--- config.mk ---
export PLATFORM = sky130hd
export DESIGN_NAME = scalar_wb_arbiter_flat
export DESIGN_NICKNAME = d
export VERILOG_FILES = /design/src/rtl/scalar_wb_arbiter_if.sv /design/src/rtl/scalar_wb_arbiter.sv /design/src/flat_wrapper.sv
export SDC_FILE = /design/constraint.sdc
export NUM_CORES = 1
export LEC_CHECK = 0
export BUFFER_PORTS_ARGS = -buffer_cell sky130_fd_sc_hd__buf_2
export CAP_MARGIN = 30
export CORE_MARGIN = 1
export CORE_UTILIZATION = 62
export CTS_CLUSTER_SIZE = 30
export DETAILED_ROUTE_END_ITERATION = 6
export GPL_ROUTABILITY_DRIVEN = 1
export PLACE_DENSITY = 0.79
export RECOVER_POWER = 50
export SLEW_MARGIN = 20
export SYNTH_ARGS = -nofsm -noshare
export SYNTH_HDL_FRONTEND = slang
export SYNTH_SLANG_ARGS = --single-unit
--- constraint.sdc ---
create_clock -name CLK -period 6.79 [get_ports CLK]
set_clock_uncertainty 0.2 [all_clocks]
set_input_delay 1.358 -clock CLK [delete_from_list [all_inputs] [get_ports CLK]]
set_output_delay 1.358 -clock CLK [all_outputs]
set_load 0.03 [all_outputs]
--- src/rtl/scalar_wb_arbiter_if.sv ---
// Writeback arbiter bus: FU completions in, regfile/dispatch write out.
// slave is the arbiter side, master the execute/regfile side.
interface scalar_wb_arbiter_if #(
    parameter int DEPTH  = 8,
    parameter int WORD_W = 32,
    parameter int REG_W  = 5
);
    localparam int CNT_W = $clog2(DEPTH + 1);

    logic              alu_done;
    logic [WORD_W-1:0] alu_wdat;
    logic [REG_W-1:0]  alu_reg_sel;
    logic              load_done;
    logic [WORD_W-1:0] load_wdat;
    logic [REG_W-1:0]  load_reg_sel;
    logic              jump_done;
    logic [WORD_W-1:0] jump_wdat;
    logic [REG_W-1:0]  jump_reg_sel;
    logic              ex_spec;
    logic              bfu_resolved;
    logic              bfu_miss;
    logic              wb_ready;
    logic              wb_reg_en;
    logic [REG_W-1:0]  wb_reg_sel;
    logic [WORD_W-1:0] wb_wdat;
    logic              s_rw_en;
    logic [REG_W-1:0]  s_rw;
    logic [CNT_W-1:0]  wb_count;
    logic              wb_overflow;

    modport slave (
        input  alu_done, alu_wdat, alu_reg_sel,
        input  load_done, load_wdat, load_reg_sel,
        input  jump_done, jump_wdat, jump_reg_sel,
        input  ex_spec, bfu_resolved, bfu_miss,
        output wb_ready, wb_reg_en, wb_reg_sel, wb_wdat,
        output s_rw_en, s_rw, wb_count, wb_overflow
    );

    modport master (
        output alu_done, alu_wdat, alu_reg_sel,
        output load_done, load_wdat, load_reg_sel,
        output jump_done, jump_wdat, jump_reg_sel,
        output ex_spec, bfu_resolved, bfu_miss,
        input  wb_ready, wb_reg_en, wb_reg_sel, wb_wdat,
        input  s_rw_en, s_rw, wb_count, wb_overflow
    );
endinterface

--- src/rtl/scalar_wb_arbiter.sv ---
// Scalar writeback arbiter: FIFO of FU results, one regfile write per
// cycle, speculative entries held until branch resolve, squashed on miss.
module scalar_wb_arbiter #(
    parameter int DEPTH  = 8,
    parameter int WORD_W = 32,
    parameter int REG_W  = 5
) (
    input logic               CLK,
    input logic               nRST,
    scalar_wb_arbiter_if.slave wb
);
    localparam int PW = $clog2(DEPTH);
    localparam int CW = $clog2(DEPTH + 1);

    logic [DEPTH-1:0]  e_valid;
    logic [DEPTH-1:0]  e_spec;
    logic [REG_W-1:0]  e_sel [DEPTH];
    logic [WORD_W-1:0] e_dat [DEPTH];

    logic [PW-1:0]     head;
    logic [PW-1:0]     tail;
    logic [CW-1:0]     count;
    logic [CW-1:0]     free;
    logic              ovf;

    logic [2:0]        req;
    logic [2:0]        take;
    logic [REG_W-1:0]  rsel [3];
    logic [WORD_W-1:0] rdat [3];
    logic [PW-1:0]     widx [3];
    logic [CW-1:0]     n_enq;
    logic              drop;
    logic              new_spec;

    logic              pop;
    logic              w_en;
    logic [REG_W-1:0]  w_sel;
    logic [WORD_W-1:0] w_dat;

    // Enqueue in load, alu, jump order; slots limited by registered count.
    always_comb begin
        rsel[0] = wb.load_reg_sel;
        rdat[0] = wb.load_wdat;
        rsel[1] = wb.alu_reg_sel;
        rdat[1] = wb.alu_wdat;
        rsel[2] = wb.jump_reg_sel;
        rdat[2] = wb.jump_wdat;
        req[0]  = wb.load_done;
        req[1]  = wb.alu_done;
        req[2]  = wb.jump_done;
        free     = CW'(DEPTH) - count;
        new_spec = wb.ex_spec && !wb.bfu_resolved;
        n_enq    = '0;
        drop     = 1'b0;
        take     = '0;
        for (int i = 0; i < 3; i++) begin
            widx[i] = tail + PW'(n_enq);
            if (req[i] && rsel[i] != '0 &&
                !(wb.bfu_miss && wb.ex_spec)) begin
                if (n_enq < free) begin
                    take[i] = 1'b1;
                    n_enq   = n_enq + CW'(1);
                end else begin
                    drop = 1'b1;
                end
            end
        end
    end

    always_comb begin
        pop   = 1'b0;
        w_en  = 1'b0;
        w_sel = '0;
        w_dat = '0;
        if (count != '0) begin
            if (!e_valid[head]) begin
                pop = 1'b1;
            end else if (!e_spec[head]) begin
                pop   = 1'b1;
                w_en  = 1'b1;
                w_sel = e_sel[head];
                w_dat = e_dat[head];
            end
        end
    end

    assign wb.wb_ready    = free >= CW'(3);
    assign wb.wb_reg_en   = w_en;
    assign wb.wb_reg_sel  = w_sel;
    assign wb.wb_wdat     = w_dat;
    assign wb.s_rw_en     = w_en;
    assign wb.s_rw        = w_sel;
    assign wb.wb_count    = count;
    assign wb.wb_overflow = ovf;

    always_ff @(posedge CLK or negedge nRST) begin
        if (!nRST) begin
            head    <= '0;
            tail    <= '0;
            count   <= '0;
            ovf     <= 1'b0;
            e_valid <= '0;
            e_spec  <= '0;
            for (int i = 0; i < DEPTH; i++) begin
                e_sel[i] <= '0;
                e_dat[i] <= '0;
            end
        end else begin
            head  <= head + PW'(pop);
            tail  <= tail + PW'(n_enq);
            count <= count - CW'(pop) + n_enq;
            if (drop) ovf <= 1'b1;
            // Miss dominates resolve; squashed entries drain as invalid.
            for (int i = 0; i < DEPTH; i++) begin
                if (wb.bfu_miss) begin
                    if (e_spec[i]) e_valid[i] <= 1'b0;
                    e_spec[i] <= 1'b0;
                end else if (wb.bfu_resolved) begin
                    e_spec[i] <= 1'b0;
                end
            end
            for (int k = 0; k < 3; k++) begin
                if (take[k]) begin
                    e_valid[widx[k]] <= 1'b1;
                    e_spec[widx[k]]  <= new_spec;
                    e_sel[widx[k]]   <= rsel[k];
                    e_dat[widx[k]]   <= rdat[k];
                end
            end
        end
    end
endmodule

--- src/flat_wrapper.sv ---
// flat-port wrapper written by rule: the top's interface ports become plain ports
module scalar_wb_arbiter_flat 
#(
    parameter int DEPTH  = 8,
    parameter int WORD_W = 32,
    parameter int REG_W  = 5
)
  (CLK, nRST, wb_alu_done, wb_alu_wdat, wb_alu_reg_sel, wb_load_done, wb_load_wdat, wb_load_reg_sel, wb_jump_done, wb_jump_wdat, wb_jump_reg_sel, wb_ex_spec, wb_bfu_resolved, wb_bfu_miss, wb_wb_ready, wb_wb_reg_en, wb_wb_reg_sel, wb_wb_wdat, wb_s_rw_en, wb_s_rw, wb_wb_count, wb_wb_overflow);
  scalar_wb_arbiter_if #(.DEPTH(DEPTH), .WORD_W(WORD_W), .REG_W(REG_W)) wb_i ();
  input logic CLK;
  input logic nRST;
  input wire logic [$bits(wb_i.alu_done)-1:0] wb_alu_done;
  input wire logic [$bits(wb_i.alu_wdat)-1:0] wb_alu_wdat;
  input wire logic [$bits(wb_i.alu_reg_sel)-1:0] wb_alu_reg_sel;
  input wire logic [$bits(wb_i.load_done)-1:0] wb_load_done;
  input wire logic [$bits(wb_i.load_wdat)-1:0] wb_load_wdat;
  input wire logic [$bits(wb_i.load_reg_sel)-1:0] wb_load_reg_sel;
  input wire logic [$bits(wb_i.jump_done)-1:0] wb_jump_done;
  input wire logic [$bits(wb_i.jump_wdat)-1:0] wb_jump_wdat;
  input wire logic [$bits(wb_i.jump_reg_sel)-1:0] wb_jump_reg_sel;
  input wire logic [$bits(wb_i.ex_spec)-1:0] wb_ex_spec;
  input wire logic [$bits(wb_i.bfu_resolved)-1:0] wb_bfu_resolved;
  input wire logic [$bits(wb_i.bfu_miss)-1:0] wb_bfu_miss;
  output wire logic [$bits(wb_i.wb_ready)-1:0] wb_wb_ready;
  output wire logic [$bits(wb_i.wb_reg_en)-1:0] wb_wb_reg_en;
  output wire logic [$bits(wb_i.wb_reg_sel)-1:0] wb_wb_reg_sel;
  output wire logic [$bits(wb_i.wb_wdat)-1:0] wb_wb_wdat;
  output wire logic [$bits(wb_i.s_rw_en)-1:0] wb_s_rw_en;
  output wire logic [$bits(wb_i.s_rw)-1:0] wb_s_rw;
  output wire logic [$bits(wb_i.wb_count)-1:0] wb_wb_count;
  output wire logic [$bits(wb_i.wb_overflow)-1:0] wb_wb_overflow;
  assign wb_i.alu_done = wb_alu_done;
  assign wb_i.alu_wdat = wb_alu_wdat;
  assign wb_i.alu_reg_sel = wb_alu_reg_sel;
  assign wb_i.load_done = wb_load_done;
  assign wb_i.load_wdat = wb_load_wdat;
  assign wb_i.load_reg_sel = wb_load_reg_sel;
  assign wb_i.jump_done = wb_jump_done;
  assign wb_i.jump_wdat = wb_jump_wdat;
  assign wb_i.jump_reg_sel = wb_jump_reg_sel;
  assign wb_i.ex_spec = wb_ex_spec;
  assign wb_i.bfu_resolved = wb_bfu_resolved;
  assign wb_i.bfu_miss = wb_bfu_miss;
  assign wb_wb_ready = wb_i.wb_ready;
  assign wb_wb_reg_en = wb_i.wb_reg_en;
  assign wb_wb_reg_sel = wb_i.wb_reg_sel;
  assign wb_wb_wdat = wb_i.wb_wdat;
  assign wb_s_rw_en = wb_i.s_rw_en;
  assign wb_s_rw = wb_i.s_rw;
  assign wb_wb_count = wb_i.wb_count;
  assign wb_wb_overflow = wb_i.wb_overflow;
  scalar_wb_arbiter #(.DEPTH(DEPTH), .WORD_W(WORD_W), .REG_W(REG_W)) u_core (.CLK(CLK), .nRST(nRST), .wb(wb_i));
endmodule
* After elaboration in Yosys (flattened, before gate mapping)
Cells that the tools add are included. Widths: inputs -> output; s select.
Storage, ports and cells: memory bits (writable) 0, memories kept 0, memory bits (read-only) 0, flip-flop bits (word level) 323, bits of input ports 119, bits in latches 0, word-level logic and storage cells 186, output and inout port bits 50
Cells by class: bitwise operators 7, order comparisons 18, add/sub/neg operators 9, multipliers 0, equality and inequality tests 0, div/mod/pow operators 0, shift-type cells 0, mux-type cells 110, reductions and logical operators 20
Operators by type and width (count):
- $bwmux 256 | 3
- $mux 256 | 3
- $demux 32 s3 | 3
- $mux 32 | 8
- $bwmux 40 | 3
- $mux 40 | 3
- $bmux 32 s3 | 1
- $mux 1 | 55
- $mux 8 | 6
- $demux 5 s3 | 3
- $mux 5 | 8
- $bwmux 8 | 3
- $or 8x8->8 | 3
- $mux 4 | 5
- $ge 4x4->1 const B | 4
- $lt 3x4->1 const B | 4
- $not 3->4 | 4
- $bmux 5 s3 | 1
- $reduce_bool 5->1 | 3
- $logic_and 1x1->1 | 14
- $lt 4x1->1 const B | 3
- $add 3x3->3 | 3
- $demux 1 s3 | 3
- $ge 3x1->1 const B | 3
- 11 further kinds | 15

* Depth between registers and ports, before layout
Gate-level depths: netlist of run 1.
word-level depth 15, gate-level depth with buffers 21, depth with buffers taken out 21

* Worst setup path after synthesis of run 1
No wires, ideal clock.
path kind input -> register, start point input wb_bfu_miss, end point register u_core.e_dat[61] (netlist name), arrival 5526 ps, buffers on the path 3, required time 6454 ps, stages on the path 17, setup time 136 ps, setup slack 928 ps, cells stage by stage clkbuf_1 > nand2_1 > o211ai_1 > a211oi_1 > inv_2 > ha_1 > o2111ai_1 > o31ai_1 > ha_1 > inv_1 > fa_1 > xnor2_1 > nand2_1 > a211oi_1 > clkbuf_1 > clkbuf_1 > o21ai_0
On the way: word-level cells in the longest chain between the ends 15
RTL lines:
- from (decl) | RTL line flat_wrapper.sv:23 | input wire logic [$bits(wb_i.bfu_miss)-1:0] wb_bfu_miss;
- $logic_and 1x1->1 (*) | RTL line scalar_wb_arbiter.sv:59 | !(wb.bfu_miss && wb.ex_spec)) begin
- $logic_not 1->1 (*) | RTL line scalar_wb_arbiter.sv:59
- $logic_and 1x1->1 | RTL line scalar_wb_arbiter.sv:58 | if (req[i] && rsel[i] != '0 &&
- $mux 4 | RTL line scalar_wb_arbiter.sv:58
- $add 4x1->4 / $lt 4x4->1 (equally long branches) | RTL line scalar_wb_arbiter.sv:62, scalar_wb_arbiter.sv:60
- $mux 4 | RTL line scalar_wb_arbiter.sv:60 | if (n_enq < free) begin
- $mux 4 | RTL line scalar_wb_arbiter.sv:58
- $add 3x3->3 | RTL line scalar_wb_arbiter.sv:57 | widx[i] = tail + PW'(n_enq);
- $not 3->4 (implied by the code) | RTL line scalar_wb_arbiter.sv:127 | e_dat[widx[k]] <= rdat[k];
- $ge 4x4->1 (implied by the code) / $lt 4x1->1 (equally long branches) | RTL line scalar_wb_arbiter.sv:127
- $logic_and 1x1->1 (implied by the code) | RTL line scalar_wb_arbiter.sv:127
- $mux 32 (implied by the code) | RTL line scalar_wb_arbiter.sv:127
- $demux 32 s3 | RTL line scalar_wb_arbiter.sv:127
- $bwmux 256 | RTL line scalar_wb_arbiter.sv:127
- $mux 256 (*) | RTL line scalar_wb_arbiter.sv:123 | if (take[k]) begin
- to (signal, indexed assignment) | RTL line scalar_wb_arbiter.sv:127
- to (decl) | RTL line scalar_wb_arbiter.sv:18 | logic [WORD_W-1:0] e_dat [DEPTH];
Every way passes the cells marked *; elsewhere a longest branch is shown, timed or not. A chain may end at the register's enable or synchronous reset.

* Worst setup path in the final report of run 1
start point input wb_load_reg_sel[0], end point register u_core.e_spec[6]
On the way: word-level cells in the longest chain between the ends 14
RTL lines:
- from (decl) | RTL line flat_wrapper.sv:17 | input wire logic [$bits(wb_i.load_reg_sel)-1:0] wb_load_reg_sel;
- $reduce_bool 5->1 (*) | RTL line scalar_wb_arbiter.sv:58
- $logic_and 1x1->1 (*) (2 in series) | RTL line scalar_wb_arbiter.sv:58
- $mux 4 | RTL line scalar_wb_arbiter.sv:58
- $add 4x1->4 / $lt 4x4->1 (equally long branches) | RTL line scalar_wb_arbiter.sv:62, scalar_wb_arbiter.sv:60
- $mux 4 | RTL line scalar_wb_arbiter.sv:60
- $mux 4 | RTL line scalar_wb_arbiter.sv:58
- $add 3x3->3 | RTL line scalar_wb_arbiter.sv:57
- $lt 3x4->1 (implied by the code) / $ge 3x1->1 (equally long branches) | RTL line scalar_wb_arbiter.sv:125 | e_spec[widx[k]] <= new_spec;
- $logic_and 1x1->1 (implied by the code) | RTL line scalar_wb_arbiter.sv:125
- $mux 1 (implied by the code) | RTL line scalar_wb_arbiter.sv:125
- $demux 1 s3
- $bwmux 8 | RTL line scalar_wb_arbiter.sv:125
- $mux 8 (*) | RTL line scalar_wb_arbiter.sv:123
- to (signal, indexed assignment) | RTL line scalar_wb_arbiter.sv:125
- to (decl) | RTL line scalar_wb_arbiter.sv:16 | logic [DEPTH-1:0] e_spec;
Marked as above.

==> run summary, run 1 <==
core area: 0.03446 mm^2
Power Total: 12.45 mW
met2 Use GR: 59.38%
worst setup path startpoint: wb_load_reg_sel[0]
#FFs+latches synth: 323
worst slew pin tran: 4.600 ns
DR vias/cell: 6.548
fmax: 159.4 MHz
Reg-to-Reg Start: u_core.wb.wb_count[0]$_DFF_PN0_
GR peak layer: met2
worst min-delay path class: flop to flop
Die W: 189.0 um
largest net degree at the start of global routing: 98
die height: 189.0 um
Buffers on Ports: 168
Slowest cell on crit path: or4_1
EDFF count, synth: 0
Setup crit start kind: primary input
GP Congestion: 0.9232
dpl cells: 2525
Worst Path Buf+Inv: 4
DRT iter0 DRCs: 1471
Syn Nets: 2238
post-synthesis cell type count: 52
Leak: 11.46 nW
Async S/R FF share, synth: 100.0%
complex-gate fraction of the synthesized area: 8.746%
CP Max Fanout: 76
Area after DPL: 0.02267 mm^2
CP delay by family, top: compound AO/OA/AOI/OAI gates
Setup Viol. Count Final: 0
Synth Area in Adders: 1.316%
H-tree depth: 2
TritonCTS Buffers: 37
grt ovf: 0
worst reg-to-reg setup slack: 1.12 ns
Global Route met3 Usage: 6.302%
r2r endpoint: u_core.e_spec[6]$_DFF_PN0_
CP endpoint: u_core.e_spec[6]$_DFF_PN0_
Final Util: 69.43%
CP cell instances: clkbuf_1 > or4_1 > o211ai_1 > a211oi_1 > inv_1 > ha_1 > o2111ai_1 > o31ai_1 > ha_1 > inv_1 > fa_1 > xnor2_1 > nand2_1 > a211oi_4 > buf_12 > nor4_1 > a221o_1
critical path class: primary input to flop
Yosys warning count: 0
Slew Limit Fails: 91
Clock transition at path regs: 0.06 ns
hold slack: 0.2936 ns
CTS Buffer Depth: 3
Skew-Pair Late Insertion Delay: 0.53 ns
worst endpoint required time: 6.99 ns
dpl ws: 0.2946 ns
# IOs: 169
mux contribution to synthesized area: 38.96%
non-filler instance count after layout: 2606
power density cells: 520.6 mW/mm^2
RSZ-0062 raised after global routing: no
# nets final: 2251
grt met1 use: 45.76%
Yosys top cell by area: dfrtp_1
main combinational cell family by area after synthesis: multiplexers
cell at the root of the clock tree: clkbuf_16
DR WL/cell: 24.51 um
post-cts sizing count: 0
final instance area: 0.02392 mm^2
# rows: 68
Synth Area in XOR/XNOR: 0.4445%
crit path DAT: 6.48 ns
vias in the first global route: 17380
main flop type after synthesis: dfrtp_1
Synth Area in Simple Gates: 8.209%
Initial Util: 62.90%
Synth Cell Area: 0.02167 mm^2
sequential share of the synthesized area: 37.29%
final worst slack: 0.5171 ns
DIE AREA: 0.03571 mm^2
Hold Path Origin: u_core.e_valid[1]$_DFF_PN0_
status: finished, violations left
antenna-violating nets left: 0
MaxCap Viol Count: 1
top post-synthesis cells by area: dfrtp_1 (37%), mux2_2 (15%), mux2i_1 (15%)
# hold bufs at CTS: 0
CP Capture Type: flop
postcts setup bufs: 0
final wirelength: 63.87 mm
part of the cycle the worst path needs: 92.38%
share of the synthesized area in the top cell type: 37.29%
initial antenna violation count: 17
vias after detailed routing: 17060
violated checks: capacitance limit, slew limit
mean area per synthesized cell: 10.33 um^2
layout cell share with drive strength beyond 1: 30.57%
worst vdd ir: 0.5021 mV
Area growth, synth to finish: 10.38%
global-route wire length before repair: 98.78 mm
Tmin final: 6.273 ns
Slew HR: -206.7%
Fin. Hold Viols: 0
WP depth: 17
TritonCTS clock tree: yes
First-pass DRT Iterations: 5
All-Layer GR Usage: 35.90%
setup TNS: 0 ns
DRC: 0
clk sink count: 323
Syn Inst Count: 2098
CP peak stage delay: 0.62 ns
Post-DP HPWL: 36.50 mm
R2R cell count: 18
[flip-flops by register name (all words and copies together) (netlist names)]
name,count
u_core.e_dat,256
u_core.e_sel,40
u_core.e_spec,8
u_core.wb.wb_count,4
u_core.tail,3
u_core.head,3
u_core.wb.wb_overflow,1
u_core.e_valid,8
[final cells by class]
type,count,area (um^2)
sequential,323,8088
multi-input combinational,1516,12630
timing repair buffer,216,1335
inverter,17,63.81
clock buffer,58,1137
clock inverter,6,61.31
tap,455,569.3
antenna,15,37.54
fill,2532,10530
[synth_stat cells (2+ instances only)]
cell and instances:
a2111o_1 2, a2111oi_1 4, a2111oi_2 2, a211o_1 6, a211oi_1 3, a21o_1 4
a21oi_1 3, a221o_1 6, and2_1 3, and3_1 2, and4b_1 2, buf_1 27
buf_2 77, buf_4 6, clkbuf_1 132, dfrtp_1 323, fa_1 3, ha_1 18
inv_1 16, mux2_2 297, mux2i_1 334, mux4_2 78, nand2_1 329, nand2b_1 2
nand3_1 5, nand4_1 2, nor2_1 47, nor2b_1 5, nor3_1 7, nor4_1 8
nor4b_1 3, o211ai_1 5, o21ai_0 296, o21ai_1 4, or2_2 3, or3_1 3
or4_1 7, xnor2_1 4, xor2_1 7
[logic make-up after synthesis]
logic type	Yosys count
AND/OR/NAND/NOR	432
XOR/XNOR	11
flip-flops	323
AO/OA/AOI/OAI	343
multiplexers	709
adder cells (fa/ha/maj)	21
buffers and inverters	259
[metal layers]
| layer | up-vias | wire (um) | part of all wire, % |
|---|---|---|---|
| li1 | 7524 | - | - |
| met3 | 210 | 5402 | 8.5 |
| met4 | 6 | 2762 | 4.3 |
| met1 | 8472 | 24680 | 39 |
| met2 | 851 | 30980 | 49 |
| met5 | - | 35 | 0.055 |
[placed cells by master (no fill, tap or decap), drive strengths merged, types with 4 or more instances in the layout]
| master | count |
|---|---|
| dfrtp | 323 |
| mux2i | 334 |
| nor2 | 47 |
| a21o | 4 |
| ha | 18 |
| clkbuf | 78 |
| buf | 195 |
| a211o | 6 |
| nand2 | 329 |
| nor2b | 5 |
| nor3 | 7 |
| diode | 15 |
| or4 | 7 |
| mux2 | 297 |
| inv | 18 |
| xor2 | 7 |
| xnor2 | 4 |
| o211ai | 5 |
| nor4 | 8 |
| mux4 | 78 |
| nand3 | 5 |
| a2111oi | 6 |
| o21ai | 300 |
| a221o | 6 |
[report_power, final]
group	internal (mW)	total (mW)	switching, mW
Combinational	3.09	6.94	3.84
Sequential	2.91	3.52	0.615
Clock	1.19	1.99	0.809
Total	7.19	12.5	5.27
[worst min path at each step]
stage | endpoint | depth (start not counted)
after CTS | u_core.e_valid[1]$_DFF_PN0_ | 1
after detailed placement | u_core.e_valid[1]$_DFF_PN0_ | 1
final | u_core.e_valid[1]$_DFF_PN0_ | 1
after floorplan | u_core.e_valid[2]$_DFF_PN0_ | 1
after global placement | u_core.e_valid[1]$_DFF_PN0_ | 1
after global routing | u_core.e_valid[1]$_DFF_PN0_ | 1
(Power assumes the default switching activity.)
==> run 2, diff against run 1 <==
--- a/config.mk
+++ b/config.mk
@@ -12,7 +12,7 @@
 export CTS_CLUSTER_SIZE = 30
 export DETAILED_ROUTE_END_ITERATION = 6
 export GPL_ROUTABILITY_DRIVEN = 1
-export PLACE_DENSITY = 0.79
+export PLACE_DENSITY_LB_ADDON = 0.25
 export RECOVER_POWER = 50
 export SLEW_MARGIN = 20
 export SYNTH_ARGS = -nofsm -noshare
==> run 2 against run 1 <==
The run still ends with capacitance limit, slew limit left. Critical path type is now flop to output port. Register-to-register slack better by 0.24 ns. Critical endpoint is now wb_wb_wdat[31]. Flip-flop and latch count stayed put. Routed wire length is 0.27% higher. Critical path depth is 12 lower. Worst hold slack worse by 0.0020 ns. Fmax is 3.0% higher. Combinational power is 1% lower. Largest power group unchanged. Sequential share of layout area hardly changed.
==> run summary, run 2 (synthesis gave the netlist of run 1 again) <==
status: finished, violations left (unchanged)
violated checks: capacitance limit, slew limit (unchanged)
# nets final: 2261 (was 2251)
power density cells: 520.9 mW/mm^2 (was 520.6 mW/mm^2)
Initial Util: 62.90% (unchanged)
TritonCTS clock tree: yes (unchanged)
DIE AREA: 0.03571 mm^2 (unchanged)
Slew HR: -125.6% (was -206.7%)
r2r endpoint: u_core.e_spec[2]$_DFF_PN0_ (was u_core.e_spec[6]$_DFF_PN0_)
Hold Path Origin: u_core.e_valid[6]$_DFF_PN0_ (was u_core.e_valid[1]$_DFF_PN0_)
critical path class: flop to output port (was primary input to flop)
MaxCap Viol Count: 4 (was 1)
global-route wire length before repair: 99.27 mm (was 98.78 mm)
Fin. Hold Viols: 0 (unchanged)
Area growth, synth to finish: 10.30% (was 10.38%)
setup TNS: 0 ns (unchanged)
DRT iter0 DRCs: 1467 (was 1471)
fmax: 164.3 MHz (was 159.4 MHz)
hold endpoint: u_core.e_valid[6]$_DFF_PN0_ (was u_core.e_valid[1]$_DFF_PN0_)
most common cell after layout, fill and taps aside: mux2i_1 (unchanged)
largest net degree at the start of global routing: 115 (was 98)
Final Util: 69.38% (was 69.43%)
postcts setup bufs: 0 (unchanged)
core area: 0.03446 mm^2 (unchanged)
DR vias/cell: 6.545 (was 6.548)
DR WL/cell: 24.47 um (was 24.51 um)
Die W: 189.0 um (unchanged)
die height: 189.0 um (unchanged)
Top Registers: u_core.e_dat x256, u_core.e_sel x40 (unchanged)
Slew Limit Fails: 265 (was 91)
First-pass DRT Iterations: 7 (was 5)
Tmin final: 6.088 ns (was 6.273 ns)
Post-DP HPWL: 37.75 mm (was 36.50 mm)
GP Congestion: 0.8878 (was 0.9232)
worst min-delay path class: flop to flop (unchanged)
post-cts sizing count: 0 (unchanged)
Setup Viol. Count Final: 0 (unchanged)
vias in the first global route: 17130 (was 17380)
CP Capture Type: output port (was flop)
Reg-to-Reg Start: u_core.wb.wb_count[0]$_DFF_PN0_ (unchanged)
worst reg-to-reg setup slack: 1.36 ns (was 1.12 ns)
# rows: 68 (unchanged)
crit path DAT: 4.53 ns (was 6.48 ns)
hold path depth: 1 (unchanged)
worst endpoint required time: 5.23 ns (was 6.99 ns)
RSZ-0062 raised after global routing: no (unchanged)
vias after detailed routing: 17130 (was 17060)
cell at the root of the clock tree: clkbuf_16 (unchanged)
Largest Register: u_core.e_dat (unchanged)
CP Max Fanout: 29 (was 76)
multi-input combinational cell area: 0.01263 mm^2 (unchanged)
layout cell share with drive strength beyond 1: 30.93% (was 30.57%)
CTS Buffer Depth: 3 (unchanged)
All-Layer GR Usage: 36.08% (was 35.90%)
part of the cycle the worst path needs: 89.66% (was 92.38%)
max FFs per register: 256 (unchanged)
FILL cells: 2586 (was 2532)
initial antenna violation count: 12 (was 17)
worst vdd ir: 0.3888 mV (was 0.5021 mV)
TritonCTS Buffers: 38 (was 37)
worst slew pin tran: 3.384 ns (was 4.600 ns)
Reg area: 0.008092 mm^2 (was 0.008088 mm^2)
H-tree depth: 2 (unchanged)
grt ovf: 0 (unchanged)
Leak: 11.49 nW (was 11.46 nW)
Skew-Pair Late Insertion Delay: 0.53 ns (about the same)
Buffers on Ports: 168 (unchanged)
DRC: 0 (unchanged)
antenna-violating nets left: 0 (unchanged)
most frequent cells in the layout: mux2i_1 (334), nand2_1 (327), dfrtp_1 (320), o21ai_0 (296), mux2_2 (296) (was mux2i_1 (334), nand2_1 (327), dfrtp_1 (321), o21ai_0 (296), mux2_2 (296))
Clock transition at path regs: 0.06 ns (about the same)
# hold bufs at CTS: 0 (unchanged)
Setup crit start kind: flop (was primary input)
final wirelength: 64.04 mm (was 63.87 mm)
# IOs: 169 (unchanged)
clk sink count: 323 (unchanged)
R2R cell count: 19 (was 18)
## run 2: routing by layer
metal  wire length (um)  vias up  track usage, %
met1              25420     8609           47.28
met5                 38        -               0
met4               2194        6           13.86
li1                   -     7539               -
met2              31190      808           59.95
met3               5192      166           6.135
## run 2: layout make-up
cell class              instances  share of cell area (%)
multi-input cells            1516                   52.84
flip-flops and latches        323                   33.84
repair buffers                225                   5.396
clock buffers                  61                   4.846
well taps                     455                   2.381
clock inverters                 8                  0.3035
inverters                      17                  0.2669
diodes                         12                  0.1256
## run 2: power by group
group | internal (mW) | switching (mW)
logic | 3.07 | 3.78
registers | 2.91 | 0.644
clock network | 1.21 | 0.836
## run 2: critical path, stage by stage (launching register included)
cell     delay (ns)
dfrtp_4        0.83
mux4_2         0.60
mux2i_1        0.22
nand3_1        1.23
nor2_1         0.77
buf_2          0.29
## run 2: how the worst max path moves through the flow
stage / from / endpoint
after floorplan: wb_bfu_miss / u_core.e_dat[61]$_DFF_PN0_
after global placement: wb_load_reg_sel[0] / u_core.e_spec[2]$_DFF_PN0_
after detailed placement: wb_load_reg_sel[0] / u_core.e_spec[2]$_DFF_PN0_
after CTS: wb_load_reg_sel[0] / u_core.e_spec[2]$_DFF_PN0_
after global routing: u_core.head[0]$_DFF_PN0_ / wb_s_rw[0]
final: u_core.head[0]$_DFF_PN0_ / wb_wb_wdat[31]
## run 2: through the flow
stage / area (um^2) / setup slack (ns) / power [mW] / cells / hold WS, ns
2_1_floorplan: 21670 / 0.9283 / 8.593 / 2098 / 0.2533
3_3_place_gp: 22660 / 0.7089 / 10.07 / 2534 / 0.2674
3_5_place_dp: 22690 / 0.5467 / 10.37 / 2535 / 0.2779
4_1_cts: 23920 / 1.055 / 12.42 / 2604 / 0.2901
5_1_grt: 23890 / 0.5451 / 13.17 / 2610 / 0.3049
6_report: 23910 / 0.7018 / 12.45 / 2617 / 0.2916
